$ cat src/rtl/reservation_alu3_issue.sv
// Issue/control stage for the four-entry ALU3 reservation station: allocates
// free entries, keeps age order, issues the oldest ready entry into an output register.
module reservation_alu3_issue (
  input  logic          iCLOCK,
  input  logic          iRESET_SYNC,
  input  logic          iFLUSH,
  input  logic          iDISPATCH_VALID,
  output logic          oDISPATCH_LOCK,
  output logic [3:0]    oREGIST_VALID,
  output logic          oREMOVE_VALID,
  output logic [3:0]    oEXOUT_VALID,
  input  logic [3:0]    iENTRY_MATCHING,
  input  logic [19:0]   iENTRY_CMD,
  input  logic [127:0]  iENTRY_SOURCE0,
  input  logic [127:0]  iENTRY_SOURCE1,
  input  logic [23:0]   iENTRY_DESTINATION_REGNAME,
  input  logic [3:0]    iENTRY_DESTINATION_SYSREG,
  input  logic [23:0]   iENTRY_COMMIT_TAG,
  input  logic [127:0]  iENTRY_PC,
  output logic          oEX_VALID,
  input  logic          iEX_LOCK,
  output logic [4:0]    oEX_CMD,
  output logic [31:0]   oEX_SOURCE0,
  output logic [31:0]   oEX_SOURCE1,
  output logic [5:0]    oEX_DESTINATION_REGNAME,
  output logic          oEX_DESTINATION_SYSREG,
  output logic [5:0]    oEX_COMMIT_TAG,
  output logic [31:0]   oEX_PC
);

  localparam int unsigned ENTRIES = 4;
  localparam int unsigned IDX_W   = 2;
  localparam int unsigned CNT_W   = 3;
  localparam int unsigned DATA_W  = 32;
  localparam int unsigned CMD_W   = 5;
  localparam int unsigned REG_W   = 6;
  localparam int unsigned TAG_W   = 6;

  logic [ENTRIES-1:0] r_occ;
  logic [IDX_W-1:0]   r_queue [ENTRIES];
  logic [CNT_W-1:0]   r_count;
  logic               r_ex_valid;
  logic [CMD_W-1:0]   r_ex_cmd;
  logic [DATA_W-1:0]  r_ex_src0;
  logic [DATA_W-1:0]  r_ex_src1;
  logic [REG_W-1:0]   r_ex_dest;
  logic               r_ex_sysreg;
  logic [TAG_W-1:0]   r_ex_tag;
  logic [DATA_W-1:0]  r_ex_pc;

  logic               w_clear;
  logic               w_full;
  logic               w_alloc;
  logic [IDX_W-1:0]   w_target;
  logic               w_can_issue;
  logic               w_found;
  logic [IDX_W-1:0]   w_slot;
  logic [IDX_W-1:0]   w_cand;
  logic               w_issue;
  logic [CNT_W-1:0]   w_count_dec;
  logic [CNT_W-1:0]   w_count_nxt;
  logic [ENTRIES-1:0] w_occ_nxt;
  logic [IDX_W-1:0]   w_queue_nxt [ENTRIES];

  // Allocation target and oldest-ready candidate selection
  always_comb begin
    w_clear     = iFLUSH | iRESET_SYNC;
    w_full      = (r_count == CNT_W'(ENTRIES));
    w_alloc     = iDISPATCH_VALID & ~w_full & ~w_clear;
    w_can_issue = (~r_ex_valid | ~iEX_LOCK) & ~w_clear;
    w_target    = '0;
    for (int i = ENTRIES - 1; i >= 0; i--) begin
      if (!r_occ[i]) w_target = IDX_W'(i);
    end
    w_found = 1'b0;
    w_slot  = '0;
    for (int k = ENTRIES - 1; k >= 0; k--) begin
      if ((CNT_W'(k) < r_count) && r_occ[r_queue[k]] && iENTRY_MATCHING[r_queue[k]]) begin
        w_found = 1'b1;
        w_slot  = IDX_W'(k);
      end
    end
    w_cand  = r_queue[w_slot];
    w_issue = w_found & w_can_issue;
  end

  // Queue compaction first, then append of the new entry at the post-removal tail
  always_comb begin
    for (int k = 0; k < ENTRIES; k++) w_queue_nxt[k] = r_queue[k];
    if (w_issue) begin
      for (int k = 0; k < ENTRIES - 1; k++) begin
        if (IDX_W'(k) >= w_slot) w_queue_nxt[k] = r_queue[k+1];
      end
      w_queue_nxt[ENTRIES-1] = '0;
    end
    w_count_dec = r_count - CNT_W'(w_issue);
    if (w_alloc) w_queue_nxt[w_count_dec[IDX_W-1:0]] = w_target;
    w_count_nxt = w_count_dec + CNT_W'(w_alloc);
    w_occ_nxt   = r_occ;
    if (w_issue) w_occ_nxt[w_cand] = 1'b0;
    if (w_alloc) w_occ_nxt[w_target] = 1'b1;
  end

  always_comb begin
    oDISPATCH_LOCK = w_full;
    oREMOVE_VALID  = w_clear;
    oREGIST_VALID  = w_alloc ? (ENTRIES'(1) << w_target) : '0;
    oEXOUT_VALID   = w_issue ? (ENTRIES'(1) << w_cand) : '0;
  end

  always_ff @(posedge iCLOCK) begin
    if (w_clear) begin
      r_occ   <= '0;
      r_count <= '0;
      for (int k = 0; k < ENTRIES; k++) r_queue[k] <= '0;
    end else begin
      r_occ   <= w_occ_nxt;
      r_count <= w_count_nxt;
      for (int k = 0; k < ENTRIES; k++) r_queue[k] <= w_queue_nxt[k];
    end
  end

  // Output register: load on issue, drop valid once accepted, hold under lock
  always_ff @(posedge iCLOCK) begin
    if (w_clear) begin
      r_ex_valid  <= 1'b0;
      r_ex_cmd    <= '0;
      r_ex_src0   <= '0;
      r_ex_src1   <= '0;
      r_ex_dest   <= '0;
      r_ex_sysreg <= 1'b0;
      r_ex_tag    <= '0;
      r_ex_pc     <= '0;
    end else if (w_issue) begin
      r_ex_valid  <= 1'b1;
      r_ex_cmd    <= iENTRY_CMD[CMD_W*int'(w_cand) +: CMD_W];
      r_ex_src0   <= iENTRY_SOURCE0[DATA_W*int'(w_cand) +: DATA_W];
      r_ex_src1   <= iENTRY_SOURCE1[DATA_W*int'(w_cand) +: DATA_W];
      r_ex_dest   <= iENTRY_DESTINATION_REGNAME[REG_W*int'(w_cand) +: REG_W];
      r_ex_sysreg <= iENTRY_DESTINATION_SYSREG[w_cand];
      r_ex_tag    <= iENTRY_COMMIT_TAG[TAG_W*int'(w_cand) +: TAG_W];
      r_ex_pc     <= iENTRY_PC[DATA_W*int'(w_cand) +: DATA_W];
    end else if (!iEX_LOCK) begin
      r_ex_valid  <= 1'b0;
    end
  end

  assign oEX_VALID               = r_ex_valid;
  assign oEX_CMD                 = r_ex_cmd;
  assign oEX_SOURCE0             = r_ex_src0;
  assign oEX_SOURCE1             = r_ex_src1;
  assign oEX_DESTINATION_REGNAME = r_ex_dest;
  assign oEX_DESTINATION_SYSREG  = r_ex_sysreg;
  assign oEX_COMMIT_TAG          = r_ex_tag;
  assign oEX_PC                  = r_ex_pc;

endmodule

$ cat config.mk
export PLATFORM = sky130hd
export DESIGN_NAME = reservation_alu3_issue
export DESIGN_NICKNAME = d
export VERILOG_FILES = /design/src/rtl/reservation_alu3_issue.sv
export SDC_FILE = /design/constraint.sdc
export NUM_CORES = 1
export LEC_CHECK = 0
export ABC_CLOCK_PERIOD_IN_PS = 3200
export BUFFER_PORTS_ARGS = -buffer_cell sky130_fd_sc_hd__buf_2
export CORE_AREA = 4 4 229 231
export CTS_CLUSTER_SIZE = 20
export DETAILED_ROUTE_END_ITERATION = 16
export DIE_AREA = 0 0 233 235
export MAX_ROUTING_LAYER = met4
export PLACE_DENSITY = 0.38
export SETUP_SLACK_MARGIN = 0.4
export SLEW_MARGIN = 20
export SYNTH_ARGS = -nofsm -noshare
export SYNTH_HDL_FRONTEND = slang
export SYNTH_SLANG_ARGS = --single-unit
$ cat constraint.sdc
create_clock -name iCLOCK -period 3.2 [get_ports iCLOCK]
set_input_delay 0 -clock iCLOCK [delete_from_list [all_inputs] [get_ports iCLOCK]]
set_output_delay 0 -clock iCLOCK [all_outputs]
set_load 0.03 [all_outputs]
==> results of run 1 <==
area by class of cell:
cell class,instances,area (um^2)
Fill cell,5031,30600
Timing Repair Buffer,1132,8910
Multi-Input combinational cell,694,6010
Sequential cell,130,2620
Tap cell,672,841
Inverter,126,475
Clock buffer,20,467
Clock inverter,12,130
Antenna cell,4,10.0
per-stage QoR:
stage	utilization, %	power (mW)
CTS	36.2	4.84
detailed placement	25.1	2.28
floorplan	-	1.88
finish	38.9	4.87
global route	38.9	5.06
global placement	25.1	2.28
final timing paths:
path,start,endpoint,slack (ns),depth (start not counted)
max,r_occ[3],oEXOUT_VALID[1],0.35,8
min,iENTRY_SOURCE1[26],oEX_SOURCE1[26],0.0008,5
max reg2reg,r_occ[3],oEX_PC[15],0.36,10
min reg2reg,oEX_SOURCE1[18],oEX_SOURCE1[18],0.51,2
routing by layer:
metal  GRT usage [%]  up-vias
met5               -        -
met4            7.99        0
met3            4.09      138
met2            33.7      590
met1            22.7     6211
li1                -     6138
cell usage in the layout, fill, tap and decap left out, types with 28 or more instances in the layout:
cell / instances
buf_2: 585
dlygate4sd3_1: 427
a211oi_1: 250
inv_1: 123
dfxtp_1: 123
a21oi_1: 122
mux2i_1: 97
a211oi_2: 83
buf_4: 48
clkbuf_16: 28
cell families (layout without fill, tap and decap cells):
| group | Yosys count | after routing | share of synthesized area [%] |
|---|---|---|---|
| simple gates | 66 | 66 | 3.91 |
| compound gates | 499 | 499 | 39.4 |
| other cells | 0 | 4 | 0 |
| xor+xnor | 2 | 2 | 0.200 |
| fa+ha+maj | 3 | 3 | 0.428 |
| buf+inv | 242 | 1290 | 11.7 |
| flops | 130 | 130 | 29.7 |
| mux | 124 | 124 | 14.7 |
power by group:
part           switching (mW)  internal (mW)
clock network           0.881           1.21
logic                   0.456          0.706
registers             0.00399           1.62
total                    1.34           3.53
cells in the mapped netlist, types with 2 or more instances:
master / instances / share of area, %
mux4_2: 4 / 1.0
a211oi_1: 343 / 29
nand3_1: 11 / 0.63
buf_6: 10 / 1.3
buf_1: 3 / 0.13
nor3_1: 4 / 0.23
nand3b_1: 2 / 0.17
nand2_1: 15 / 0.64
ha_1: 3 / 0.43
inv_2: 2 / 0.086
buf_4: 2 / 0.17
nor2_1: 13 / 0.56
inv_1: 123 / 5.3
mux2i_1: 120 / 14
and2_1: 8 / 0.57
nor3b_1: 2 / 0.17
xnor2_1: 2 / 0.20
a21oi_1: 123 / 7.0
and3_1: 2 / 0.14
o221ai_1: 2 / 0.20
clkbuf_1: 72 / 3.1
dfxtp_1: 130 / 30
a41oi_1: 2 / 0.20
buf_2: 28 / 1.6
o21ai_0: 8 / 0.46
o21bai_1: 2 / 0.17
worst reg2reg max path, stage by stage (launching register included):
cell,delay [ns]
dfxtp_4,0.35
and2_4,0.14
mux4_2,0.56
o21a_4,0.27
o31ai_4,0.29
a21o_4,0.24
buf_12,0.18
clkbuf_16,0.20
clkbuf_16,0.17
mux2i_2,0.24
a211oi_2,0.09
sequential cells by signal, indices dropped and copies added, names as in the netlist:
register,cells
oEX_CMD,5
r_occ,4
oEX_COMMIT_TAG,6
oEX_VALID,1
oEX_SOURCE1,32
oEX_SOURCE0,32
oEX_DESTINATION_REGNAME,6
oEX_PC,32
r_count,3
oEX_DESTINATION_SYSREG,1
r_queue,8
what timing repair did:
action | 4_1_cts | 5_1_grt
setup endpoints to repair | 125 | 122
hold buffers | 425 | 2
resized for setup | 58 | 186
gates cloned | 7 | 15
buffers inserted | 27 | 25
pin swaps | 8 | 85
endpoints found under the hold margin | 115 | 2
==> flow_metrics.tcl, run 1 <==
set metrics [dict create \
    fin_setup_tns_ns 0 \
    leakage_nw 8.35 \
    ys_warn_count 0 \
    vias_per_cell 4.69 \
    critPathRequiredTime_ns 3.20 \
    highest_layer "met4" \
    wl_met2_um 28900 \
    critical-path-max-stage-delay_ns 0.56 \
    worstMarginPinSlew_ns 0.821 \
    cts_max_path_buffers 2 \
    slowest_stage "mux4_2" \
    start_kind "register" \
    yosysSeqAreaShare_pct 29.7 \
    dp_hpwl_um 35900 \
    num_rows 82 \
    endpoint_kind "output port" \
    grt_pass1_vias 13800 \
    synth.cell_area_um2 8770 \
    clock-sinks 130 \
    syn_inst 1066 \
    grt_max_degree 86 \
    core_area_um2 50100 \
    via_count 13100 \
    syn_avg_cell_area_um2 8.23 \
    grt_pass1_wl_um 82100 \
    crit_type "reg2out" \
    ys_seq_elements 130 \
    synth.distinct_cells 56 \
    rsz0062_at_grt "yes" \
    fin_cells 2790 \
    maxSlewHeadroom_pct 45.3 \
    cp_max_fo 4 \
    syn2layout_area_growth_pct 122 \
    dieWidth_um 233 \
    syn_nets 1534 \
    synth_flop_cell "dfxtp_1" \
    drt-met1-wl_um 23900 \
    period_share_pct 89.1 \
    place.gp.congestion 0.832 \
    dpl-instance-area_um2 12600 \
    path_delay_family "simple AND/OR/NAND/NOR gates" \
    die_area_um2 54800 \
    detail-route-antenna-nets 0 \
    status "finished, final reports clean" \
    power_density_nw_per_um2 250 \
    io_buffers 589 \
    worst_slack_ns 0.348 \
    start_util_pct 17.5 \
    hold_class "in2reg" \
    clock-root-buffer "clkbuf_16" \
    clk_pin_slew_ns 0.07 \
    cts_tree "built" \
    drv_cap 0 \
    clkLatencyLatePin_ns 0.48 \
    wirelength_um 58700 \
    dp_slack_ns -0.119 \
    clock_skew_ns 0.0116 \
    hold_viol 0 \
    die_h_um 235 \
    grt_usage_pct 19.8 \
    crit_chain "and2_4 -> mux4_2 -> o21a_4 -> or3b_4 -> a31oi_4 -> buf_12 -> and2_4 -> buf_6" \
    synth_edf_count 0 \
    fin_crit_ns 2.85 \
    drive_above_1_share_pct 42.4 \
    cts_buffers 17 \
    design_area_um2 19500 \
    drtPass1Iterations 5 \
    grt-ovfl-total 0 \
    drtIter0Drc 628 \
    pin_count 590 \
    h-tree-depth 4 \
    cp_common_cell "and2_4" \
    fmax_mhz 351 \
    fin_nets 2569 \
    wl_per_cell_um 21.0 \
    drc_errors 0 \
    max-vdd-ir-drop_mv 0.377 \
    async_flop_share_pct 0 \
    setup_viol_count_final 0 \
    antenna_found_initial 4 \
    wl_met3_um 3540 \
    slew_violations 0 \
    critical_path_arrival_ns 2.85 \
    worst-path-buf-inv 2 \
    hold_ws_ns 0.000768 \
    placed_cells 2253 \
]
Note: power is estimated with default switching activity, not from simulation.
==> run 2: changes to the inputs <==
--- a/config.mk
+++ b/config.mk
@@ -8,13 +8,14 @@
 export ABC_CLOCK_PERIOD_IN_PS = 3200
 export BUFFER_PORTS_ARGS = -buffer_cell sky130_fd_sc_hd__buf_2
 export CORE_AREA = 4 4 229 231
+export CTS_BUF_LIST = sky130_fd_sc_hd__clkbuf_16
 export CTS_CLUSTER_SIZE = 20
 export DETAILED_ROUTE_END_ITERATION = 16
 export DIE_AREA = 0 0 233 235
 export MAX_ROUTING_LAYER = met4
 export PLACE_DENSITY = 0.38
 export SETUP_SLACK_MARGIN = 0.4
-export SLEW_MARGIN = 20
+export SLEW_MARGIN = 40
 export SYNTH_ARGS = -nofsm -noshare
 export SYNTH_HDL_FRONTEND = slang
 export SYNTH_SLANG_ARGS = --single-unit
==> run 2 against run 1 <==
The flow now finishes with violations (hold timing). Highest routed layer unchanged. Utilization is 0.82 points lower. Hold slack lost 0.0092 ns. Clock skew increased by 0.00057 ns. Register-to-register slack improved by 0.02 ns. Critical endpoint unchanged. Critical path type unchanged. Sequential power about the same. Worst setup slack gained 0.010 ns. Non-clock buffer count down 17. Combinational power about the same. Via count fell by 0.89%.
==> flow_metrics.tcl, run 2 (same netlist as run 1, synthesis figures left out) <==
set metrics [dict create \
    period_share_pct 88.8 \
    cts_buffers 17 \
    dieWidth_um 233 \
    grt_pass1_vias 13800 \
    cp_max_fo 4 \
    cp_common_cell "and2_4" \
    most-common-layout-cells "585 x buf_2, 427 x dlygate4sd3_1, 258 x a211oi_1" \
    maxSlewHeadroom_pct 47.2 \
    hold_ws_ns -0.00840 \
    min-delay-start "iENTRY_SOURCE1[26]" \
    max-vdd-ir-drop_mv 0.379 \
    die_area_um2 54800 \
    antenna_found_initial 4 \
    crit_type "reg2out" \
    path_delay_family "simple AND/OR/NAND/NOR gates" \
    reg2reg_slack_ns 0.38 \
    grt-ovfl-total 0 \
    io_buffers 589 \
    h-tree-depth 4 \
    drv_cap 0 \
    wl_per_cell_um 20.7 \
    die_h_um 235 \
    clock-sinks 130 \
    switchingPower_mw 1.32 \
    start_kind "register" \
    layout_commonest_cell "buf_2" \
    p_clk_share_pct 42.1 \
    core_area_um2 50100 \
    setup_viol_count_final 0 \
    cts_tree "built" \
    grt_max_degree 86 \
    dp_hpwl_um 35900 \
    drive_above_1_share_pct 41.2 \
    place.gp.congestion 0.832 \
    cts_max_path_buffers 2 \
    worstMarginPinSlew_ns 0.792 \
    detail-route-antenna-nets 0 \
    holdPathStages 5 \
    critical-path-max-stage-delay_ns 0.56 \
    wirelength_um 57300 \
    seqPwrFrac_pct 34.0 \
    slowest_stage "mux4_2" \
    final_util_pct 38.0 \
    power_density_nw_per_um2 250 \
    p_int_mw 3.45 \
    status "finished, violations left" \
    vias_per_cell 4.67 \
    pin_count 590 \
    clk_pin_slew_ns 0.07 \
    violations "hold timing" \
    worst_slack_ns 0.358 \
    fin_crit_ns 2.84 \
    endpoint_kind "output port" \
    fin_nets 2552 \
    grt_usage_pct 19.8 \
    critical_path_arrival_ns 2.84 \
    crit_chain "and2_4 -> mux4_2 -> o21a_4 -> or3b_4 -> a31oi_4 -> buf_12 -> and2_4 -> buf_6" \
    slew_violations 0 \
    drtPass1Iterations 4 \
    leakage_nw 8.19 \
    rsz0062_at_grt "yes" \
    grt_pass1_wl_um 82000 \
    min_to "oEX_SOURCE1[26]" \
    drc_errors 0 \
    fin_setup_tns_ns 0 \
    clock_skew_ns 0.0121 \
    swShare_pct 27.7 \
    worst-path-buf-inv 2 \
    clkLatencyLatePin_ns 0.48 \
    hold_viol 1 \
    r2r-end "oEX_DESTINATION_REGNAME[4]" \
    hold_class "in2reg" \
    critPathRequiredTime_ns 3.20 \
    fmax_mhz 352 \
    num_rows 82 \
    via_count 13000 \
    dp_slack_ns -0.119 \
    worstReg2RegStart "r_occ[3]" \
    clock-root-buffer "clkbuf_16" \
    rr_worst_depth 10 \
    combPwrFrac_pct 23.8 \
    start_util_pct 17.5 \
    syn2layout_area_growth_pct 117 \
    drtIter0Drc 500 \
]
-- run 2: cell count changes in the layout (fill, tap and decap cells not counted), moves of 2 or more --
cell / previous run / this run
a211oi_1: 250 / 258
a211oi_2: 83 / 79
a211oi_4: 10 / 6
buf_12: 14 / 10
buf_6: 24 / 19
buf_8: 9 / 5
clkbuf_16: 28 / 24
clkbuf_8: 3 / 0
clkinv_1: 1 / 4
mux2i_1: 97 / 102
mux2i_2: 19 / 16
mux2i_4: 4 / 2
-- run 2: metal layers --
layer	routed length (um)	track usage, %	part of all wire (%)	vias up
met1	23500	22.7	41	6146
met2	28300	33.6	49	601
li1	-	-	-	6099
met3	3600	4.08	6.3	114
met4	2010	8.10	3.5	0
met5	0	-	0	-
-- run 2: what timing repair did --
| item | CTS | global route |
|---|---|---|
| setup endpoints to repair | 125 | 122 |
| hold buffers | 425 | 2 |
| gates cloned | 7 | 10 |
| gates resized for setup | 58 | 144 |
| pin swaps | 8 | 80 |
| buffers inserted | 25 | 15 |
| hold endpoints to repair | 115 | 2 |
-- run 2: layout make-up --
cell class              instances  area (um^2)
diodes                          4         10.0
fillers                      5045        31000
well taps                     672          841
multi-input cells             694         5920
clock buffers                  17          425
repair buffers               1115         8620
clock inverters                15          141
inverters                     126          475
flip-flops and latches        130         2620
-- run 2: power groups by stage --
stage / combinational (mW) / clock [mW] / sequential, mW
after global routing: 1.21 / 2.13 / 1.62
after CTS: 1.07 / 2.07 / 1.62
after floorplan: 0.217 / 0 / 1.67
after detailed placement: 0.613 / 0 / 1.66
final: 1.14 / 2.01 / 1.62
after global placement: 0.617 / 0 / 1.66
-- run 2: tightest hold or removal path, cell delays in order --
cell	delay, ns
buf_2	0.13
inv_1	0.05
a211oi_1	0.04
a211oi_2	0.14
a211oi_1	0.06
-- run 2: how the worst max path moves through the flow --
stage	start	to	cells past startpoint
finish	r_occ[3]	oEXOUT_VALID[1]	8
global route	r_occ[3]	oEXOUT_VALID[1]	8
CTS	r_occ[1]	oEXOUT_VALID[1]	8
detailed placement	r_occ[0]	oEX_SOURCE0[7]	8
global placement	r_occ[0]	oEX_SOURCE0[7]	8
floorplan	r_occ[0]	r_occ[3]	9
-- run 2: through the flow --
step                cell area, um^2  power (mW)  cells
floorplan                      8820        1.88   1066
global placement              12600        2.28   2253
detailed placement            12600        2.28   2253
CTS                           18100        4.76   2742
global route                  19000        4.97   2773
finish                        19000        4.77   2773
==> run 3: changes to the inputs <==
--- a/config.mk
+++ b/config.mk
@@ -5,7 +5,7 @@
 export SDC_FILE = /design/constraint.sdc
 export NUM_CORES = 1
 export LEC_CHECK = 0
-export ABC_CLOCK_PERIOD_IN_PS = 3200
+export ABC_CLOCK_PERIOD_IN_PS = 3700
 export BUFFER_PORTS_ARGS = -buffer_cell sky130_fd_sc_hd__buf_2
 export CORE_AREA = 4 4 229 231
 export CTS_BUF_LIST = sky130_fd_sc_hd__clkbuf_16
@@ -13,7 +13,7 @@
 export DETAILED_ROUTE_END_ITERATION = 16
 export DIE_AREA = 0 0 233 235
 export MAX_ROUTING_LAYER = met4
-export PLACE_DENSITY = 0.38
+export PLACE_DENSITY = 0.37
 export SETUP_SLACK_MARGIN = 0.4
 export SLEW_MARGIN = 40
 export SYNTH_ARGS = -nofsm -noshare
==> constraint.sdc (replaced) <==
create_clock -name iCLOCK -period 3.7 [get_ports iCLOCK]
set_input_delay 0 -clock iCLOCK [delete_from_list [all_inputs] [get_ports iCLOCK]]
set_output_delay 0 -clock iCLOCK [all_outputs]
set_load 0.03 [all_outputs]
==> run 3 against run 2 <==
The run now ends clean. Worst setup slack better by 0.21 ns. Highest routed layer unchanged. Largest cell class unchanged. Final cell count is 1.4% lower. Routed wire length up 0.24%. Critical endpoint is now oEX_SOURCE1[7]. Global-route usage grew 0.33 points. Sequential cell count did not move. Utilization decreased by 2.9 points. Design area down 7.7%. Sequential share of layout area grew 1.1 points. First-iteration DRC count is 8.0% higher. Combinational power is 22% lower. Clock skew is 0.0036 ns lower.
==> flow_metrics.tcl, run 3 (same netlist as run 1, synthesis figures left out) <==
set metrics [dict create \
    status "finished, final reports clean" \
    wirelength_um 57500 \
    h-tree-depth 4 \
    fmax_mhz 319 \
    cts_buffers 17 \
    reg2reg_slack_ns 0.56 \
    fin_crit_ns 3.14 \
    die_h_um 235 \
    critPathRequiredTime_ns 4.09 \
    drc_errors 0 \
    hold_class "in2reg" \
    grt_pass1_vias 13700 \
    vias_per_cell 4.63 \
    most-common-layout-cells "589 x buf_2, 437 x dlygate4sd3_1, 342 x a211oi_1" \
    grt_pass1_wl_um 81600 \
    dp_hpwl_um 38100 \
    rsz0062_at_grt "no" \
    start_kind "register" \
    clock-root-buffer "clkbuf_16" \
    clk_pin_slew_ns 0.07 \
    grt-ovfl-total 0 \
    syn2layout_area_growth_pct 100 \
    fin_setup_tns_ns 0 \
    design_area_um2 17600 \
    wl_per_cell_um 21.0 \
    hold_ws_ns 0.0267 \
    critical_path_arrival_ns 3.53 \
    start_util_pct 17.5 \
    grt_usage_pct 20.1 \
    worst_slack_ns 0.564 \
    dpl-instance-area_um2 12400 \
    drtIter0Drc 540 \
    dp_slack_ns 0.510 \
    layout_commonest_cell "buf_2" \
    power_density_nw_per_um2 225 \
    cts_max_path_buffers 2 \
    slew_violations 0 \
    detail-route-antenna-nets 0 \
    num_rows 82 \
    drtPass1Iterations 6 \
    leakage_nw 7.71 \
    grt_max_degree 116 \
    period_share_pct 84.8 \
    io_buffers 589 \
    die_area_um2 54800 \
    hold_viol 0 \
    dieWidth_um 233 \
    clkLatencyLatePin_ns 0.48 \
    pin_count 590 \
    setup_viol_count_final 0 \
    max-vdd-ir-drop_mv 0.317 \
    cts_tree "built" \
    antenna_found_initial 9 \
    crit_type "reg2reg" \
    drv_cap 0 \
    worstMarginPinSlew_ns 0.833 \
    clock-sinks 130 \
    core_area_um2 50100 \
    maxSlewHeadroom_pct 44.5 \
    cp_max_fo 24 \
    endpoint_kind "register" \
    fin_nets 2507 \
    drive_above_1_share_pct 33.4 \
    place.gp.congestion 0.826 \
    via_count 12700 \
    clock_skew_ns 0.00853 \
]
run 3: cell types whose count changed in the layout (fill, tap and decap cells not counted), sizes merged:
cell         before  now
buf             680  629
bufinv            2    1
clkbuf           24   20
clkinv            7    8
clkinvlp          5    3
diode             4   10
dlygate4sd3     427  437
inv             127  129
run 3: worst max-delay path: stages (launching register included):
cell	delay, ns
dfxtp_2	0.36
and2_1	0.17
mux4_2	0.52
o21a_1	0.27
or3b_1	0.48
nand4_4	0.14
buf_12	0.20
a211oi_1	0.08
dlygate4sd3_1	0.59
a211oi_1	0.21
run 3: metal layers:
| metal | share of wire [%] | vias to the layer above | track usage [%] |
|---|---|---|---|
| li1 | - | 6040 | - |
| met1 | 40 | 5936 | 21.4 |
| met2 | 48 | 550 | 34.2 |
| met3 | 6.2 | 142 | 4.76 |
| met4 | 5.5 | 0 | 11.4 |
| met5 | 0 | - | - |
run 3: metrics by stage:
step | power (mW) | utilization, % | instances
finish | 3.96 | 35.1 | 2734
global route | 4.14 | 35.1 | 2733
CTS | 4.03 | 34.7 | 2715
detailed placement | 1.96 | 24.8 | 2244
global placement | 1.96 | 24.8 | 2244
floorplan | 1.63 | - | 1066
run 3: final timing paths:
kind	start	end	depth (start not counted)
worst max-delay path	r_occ[1]	oEX_SOURCE1[7]	9
worst min-delay path	iENTRY_DESTINATION_REGNAME[1]	oEX_DESTINATION_REGNAME[1]	5
worst max register to register	r_occ[1]	oEX_SOURCE1[7]	9
worst min register to register	r_occ[1]	r_occ[1]	2
run 3: area by class of cell:
| type | count | area [um^2] |
|---|---|---|
| antenna | 10 | 25.0 |
| clock buffer | 17 | 425 |
| clock inverter | 15 | 105 |
| fill | 5206 | 32500 |
| inverter | 126 | 475 |
| multi-input combinational | 694 | 5220 |
| sequential | 130 | 2610 |
| tap | 672 | 841 |
| timing repair buffer | 1070 | 7880 |
run 3: power by group:
part,switching [mW],internal (mW)
Sequential,0.00394,1.40
Clock,0.760,0.902
Combinational,0.338,0.556
run 3: repair_timing:
item	CTS	global route
cloned	1	4
endpoints found under the hold margin	120	0
setup endpoints to repair	2	41
pin swaps	1	5
hold buffers	437	0
setup buffers	1	5
resized for setup	0	15
